<file path="src/rtl/conv_2d_pkg.sv">
// Shared widths, signed types and Q1.7 saturation bounds for the 3x3 convolution engine.
package conv_2d_pkg;

    localparam int DATA_W = 8;
    localparam int FRAC_W = 7;
    localparam int ACC_W  = 2 * DATA_W + 4;

    typedef logic signed [DATA_W-1:0] pixel_t;
    typedef logic signed [ACC_W-1:0]  acc_t;

    localparam pixel_t MAX_Q = pixel_t'((2 ** (DATA_W - 1)) - 1);
    localparam pixel_t MIN_Q = pixel_t'(-(2 ** (DATA_W - 1)));

    // Reinterpret a raw word as two's complement and sign-extend it to accumulator width.
    function automatic acc_t widen(input logic [DATA_W-1:0] v);
        return acc_t'(pixel_t'(v));
    endfunction

endpackage

</file>
<file path="src/rtl/conv_mac3x3.sv">
// Combinational 9-tap signed multiply-accumulate; index r*3+c selects kernel/window tap (r,c).
module conv_mac3x3
    import conv_2d_pkg::*;
(
    input  logic [8:0][DATA_W-1:0] knl,
    input  logic [8:0][DATA_W-1:0] win,
    output logic [ACC_W-1:0]       sum
);

    acc_t acc;

    always_comb begin
        acc = '0;
        for (int i = 0; i < 9; i++) begin
            acc = acc + widen(knl[i]) * widen(win[i]);
        end
    end

    assign sum = acc;

endmodule

</file>
<file path="src/rtl/conv_2d_3x3.sv">
// Streaming 3x3 correlation: kernel and window column shift registers, registered Q1.7 output.
// Define CONV2D_SAT_EN to clamp the output to [MIN_Q, MAX_Q]; otherwise the result wraps.
module conv_2d_3x3
    import conv_2d_pkg::*;
(
    input  logic              clk,
    input  logic              i_rst,
    input  logic              i_load_knl,
    input  logic              i_en_conv,
    input  logic [DATA_W-1:0] i_data1,
    input  logic [DATA_W-1:0] i_data2,
    input  logic [DATA_W-1:0] i_data3,
    output logic [DATA_W-1:0] o_pixel,
    output logic              o_valid
);

    logic [2:0][2:0][DATA_W-1:0] knl;
    logic [2:0][2:0][DATA_W-1:0] win;
    logic [1:0]                  col_cnt;
    logic                        valid_pend;
    logic [ACC_W-1:0]            mac_sum;
    acc_t                        shifted;
    logic [DATA_W-1:0]           pixel_next;

    conv_mac3x3 u_mac (
        .knl (knl),
        .win (win),
        .sum (mac_sum)
    );

    assign shifted = $signed(mac_sum) >>> FRAC_W;

    always_comb begin
        pixel_next = DATA_W'(shifted);
`ifdef CONV2D_SAT_EN
        if (shifted > acc_t'(MAX_Q)) begin
            pixel_next = MAX_Q;
        end else if (shifted < acc_t'(MIN_Q)) begin
            pixel_next = MIN_Q;
        end
`endif
    end

    // valid_pend marks that the window just filled, so its sum is registered on the next edge.
    always_ff @(posedge clk) begin
        if (i_rst) begin
            knl        <= '0;
            win        <= '0;
            col_cnt    <= '0;
            valid_pend <= 1'b0;
            o_pixel    <= '0;
            o_valid    <= 1'b0;
        end else if (i_load_knl) begin
            for (int r = 0; r < 3; r++) begin
                knl[r][0] <= knl[r][1];
                knl[r][1] <= knl[r][2];
            end
            knl[0][2]  <= i_data1;
            knl[1][2]  <= i_data2;
            knl[2][2]  <= i_data3;
            col_cnt    <= '0;
            valid_pend <= 1'b0;
            o_valid    <= 1'b0;
        end else begin
            o_valid <= valid_pend;
            if (valid_pend) begin
                o_pixel <= pixel_next;
            end
            if (i_en_conv) begin
                for (int r = 0; r < 3; r++) begin
                    win[r][0] <= win[r][1];
                    win[r][1] <= win[r][2];
                end
                win[0][2]  <= i_data1;
                win[1][2]  <= i_data2;
                win[2][2]  <= i_data3;
                col_cnt    <= (col_cnt == 2'd3) ? 2'd3 : col_cnt + 2'd1;
                valid_pend <= (col_cnt >= 2'd2);
            end else begin
                valid_pend <= 1'b0;
            end
        end
    end

endmodule

</file>
<file path="config.mk">
export PLATFORM = sky130hd
export DESIGN_NAME = conv_2d_3x3
export DESIGN_NICKNAME = d
export VERILOG_FILES = /design/src/rtl/conv_2d_pkg.sv /design/src/rtl/conv_mac3x3.sv /design/src/rtl/conv_2d_3x3.sv
export SDC_FILE = /design/constraint.sdc
export NUM_CORES = 2
export LEC_CHECK = 0
export CORE_ASPECT_RATIO = 1.25
export CORE_MARGIN = 3
export CORE_UTILIZATION = 60
export DETAILED_ROUTE_END_ITERATION = 12
export MAX_ROUTING_LAYER = met4
export PLACE_DENSITY = 0.79
export REMOVE_ABC_BUFFERS = 1
export SLEW_MARGIN = 20
export SYNTH_ARGS = -nofsm -noshare
export SYNTH_HDL_FRONTEND = slang
export SYNTH_HIERARCHICAL = 1
export SYNTH_SLANG_ARGS = --single-unit
</file>
<file path="constraint.sdc">
create_clock -name clk -period 27 [get_ports clk]
set_clock_uncertainty 0.1 [all_clocks]
set_input_delay 5.4 -clock clk [delete_from_list [all_inputs] [get_ports clk]]
set_output_delay 5.4 -clock clk [all_outputs]
set_load 0.05 [all_outputs]
</file>
==> metrics.log <==
INFO  metric outcome = finished clean
INFO  metric proportion_of_layout_cells_with_a_drive_suffix_above_1 = about 1.7%
INFO  metric seq_power_share = a little over a third
INFO  metric critical_path_required = 27300 ps
INFO  metric wl_met2 = 37.3 mm
INFO  metric vias = 18.9k
INFO  metric max_cap_violations = 0
INFO  metric area_of_the_multi_input_gates = 22300 µm²
INFO  metric ir_worst_vdd = roughly 38 µV
INFO  metric min_period_over_period = 38.2%
INFO  metric timing.reg2reg.worst_path_depth = 37
INFO  metric power.leakage = 14.8 nW
INFO  metric wl_met1 = 26.6 mm
INFO  metric antenna_found_initial = 1
INFO  metric cts.htree.levels = 4
INFO  metric top_signal_layer_used = met4
INFO  metric final_area = ~30000 µm²
INFO  metric placementRows = 89
INFO  metric finalWeightedCongestion = 0.993
INFO  metric setup_viol_count_final = 0
INFO  metric p_int = 0.456 mW
INFO  metric grtUsageTotal = 30.7%
INFO  metric drt_drc_violations_left = 0
INFO  metric slew_limit_fails = 0
INFO  metric min-delay-path-class = reg -> reg
INFO  metric grt_setup_unrepaired = false
INFO  metric area_growth = 4.47%
INFO  metric swShare = between 30% and 40%
INFO  metric cts_buf_count = 17
INFO  metric crit_start = win[2]
INFO  metric slowest_delay = 590 ps
INFO  metric design.core.area = 47300 µm²
INFO  metric worstSetupPathType = reg -> reg
INFO  metric n_fill_cell = 3863
INFO  metric total_number_of_nets_in_the_final_design = 3795
INFO  metric ioPinCount = 37
INFO  metric clk_pin_slew = 70 ps
INFO  metric cells_after_synthesis = between 2k and 3k
INFO  metric drtAntennaViolNets = 0
INFO  metric dpl-instance-area = slightly below 30000 µm²
INFO  metric cts.sinks = 156
INFO  metric final.min_clock_period = approximately 10000 ps
INFO  metric detailedPlacementHpwl = 59.2 mm
INFO  metric cp-end-kind = flop
INFO  metric routed-wl-met3 = 2.93 mm
INFO  metric hold_viol = 0
INFO  metric transition_time_of_the_tightest_slew_check_pin = 1000 ps
INFO  metric design.die.area = 50600 µm²
INFO  metric tritoncts = yes
INFO  metric numPortBuffers = 36
INFO  metric insertion_delay = approximately 490 ps
INFO  metric floorplan.initialDensity = 60.8%
INFO  metric crit_path_launch_type = flop
INFO  metric preCtsSetupSlack = 16660 ps
INFO  metric register_cell_area_after_layout = 3120 µm²
INFO  metric synthesized_cell_area = about 29000 µm²
INFO  metric grt_max_degree = 103
INFO  metric timing.setup.tns = 0 ps
INFO  metric fin_cells = 3533
INFO  metric fmax = 0.0970 GHz
INFO  metric global_route_congestion_overflow_total = 0
INFO  metric crit_top_cell = fa_1
INFO  metric r2r_endpoint = o_pixel[7]
INFO  metric ctsHoldBuffers = 0
INFO  metric route.detailed.vias_per_inst = 5.36
INFO  metric cp_slowest_cell = a2111oi_0
INFO  metric max-slew-margin-rel = between 30% and 40%
INFO  metric global_route_wire_length_before_repair = 115 mm
INFO  metric routed_wirelength = 70.3 mm
INFO  metric die_y = between 200 and 300 µm
INFO  metric power_density = about 24 nW/µm²
INFO  metric grt_pass1_vias = 21.3k
INFO  metric cts_resized = 0
INFO  metric avgSynthCellArea = 10.0 µm²
INFO  metric combPwrFrac = just under 30%
INFO  metric cp-endpoint = o_pixel[7]
INFO  metric yosysWarnings = 6
INFO  metric r2r_slack = 16690 ps
INFO  metric crit_path_setup_slack_layout = 16690 ps
INFO  metric wire_per_inst = 19.9 µm
INFO  metric postCtsSetupRepairBufs = 0
INFO  metric power.net_switching = around 0.26 mW
INFO  metric timing.critical_path.fanout_max = 9
INFO  metric firstDrtPassIters = 5
INFO  metric max-clock-path-buffers = 2
INFO  metric root_buffer = clkbuf_16
INFO  metric placed_cells_incl_taps = between 3k and 4k
INFO  metric dieWidth = 202 µm
INFO  metric clkPwrFrac = 34.5%
INFO  metric drt_iter0_drc = 1009
INFO  metric worst_ep_arrival_time = 10610 ps
INFO  metric crit-reg2reg-launch = win[2]
==> layer usage <==
layer  GRT usage [%]  vias to the layer above
met5               -                        -
met2            53.0                      523
met3            3.73                      168
met4            13.2                        0
li1                -                     8348
met1            36.5                     9887
==> metrics by stage <==
step                      power [mW]  util [%]  hold WS [ps]
final                          0.718      63.5           367
after global routing           0.754      63.5           401
after CTS                      0.723      63.5           361
after detailed placement       0.476      62.3           355
after global placement         0.468      62.3           325
after floorplan                0.396         -           323
==> worst min path at each step <==
stage / startpoint / to / slack (ps) / cells after the start
after global routing: o_pixel[2] / o_pixel[2] / 400 / 2
after detailed placement: col_cnt[1] / valid_pend / 350 / 2
after floorplan: col_cnt[1] / valid_pend / 320 / 2
after CTS: col_cnt[1] / valid_pend / 360 / 2
after global placement: col_cnt[1] / valid_pend / 330 / 2
final: o_pixel[2] / o_pixel[2] / 370 / 2
==> flip-flops by register name, indices dropped and copies added (netlist names) <==
register,count
o_pixel,8
valid_pend,1
o_valid,1
col_cnt,2
win,72
knl,72
==> layout by cell type, fill, tap and decap left out, types with 4 or more instances in the layout <==
cell,count
inv_1,754
fa_1,669
nand2_1,260
and2_1,250
ha_1,216
dfxtp_1,156
nand2b_1,123
mux2i_1,120
nor2_1,97
clkdlybuf4s50_1,34
o21ai_1,31
nand4bb_1,29
clkbuf_16,17
a21oi_1,16
xnor2_1,15
o21ai_0,14
nor2b_1,12
a21o_1,12
xor2_1,11
o21bai_1,9
buf_4,7
o21a_1,7
nor3_1,5
inv_6,4
==> critical path: cells and delay by family (launching register included) <==
kind,cells,cell delay (ps)
AND/OR/NAND/NOR,3,440
flip-flops,1,400
XOR/XNOR,2,340
buffers and inverters,10,510
AO/OA/AOI/OAI,6,1440
adder cells (fa/ha/maj),16,7010
==> cell type report <==
type / instances / area share (%)
tap: 637 / 2.65
sequential: 156 / 10.4
timing repair buffer: 41 / 1.31
inverter: 754 / 9.42
multi-input combinational: 1912 / 74.3
antenna: 1 / 0.00833
clock buffer: 20 / 1.55
clock inverter: 12 / 0.337
==> power groups by stage <==
stage	clock [mW]	sequential, mW	combinational, mW
5_1_grt	0.258	0.259	0.238
4_1_cts	0.250	0.257	0.216
2_1_floorplan	0	0.252	0.145
6_report	0.248	0.258	0.213
3_5_place_dp	0	0.262	0.214
3_3_place_gp	0	0.262	0.206
No activity file was read; power rests on OpenSTA's default activity.
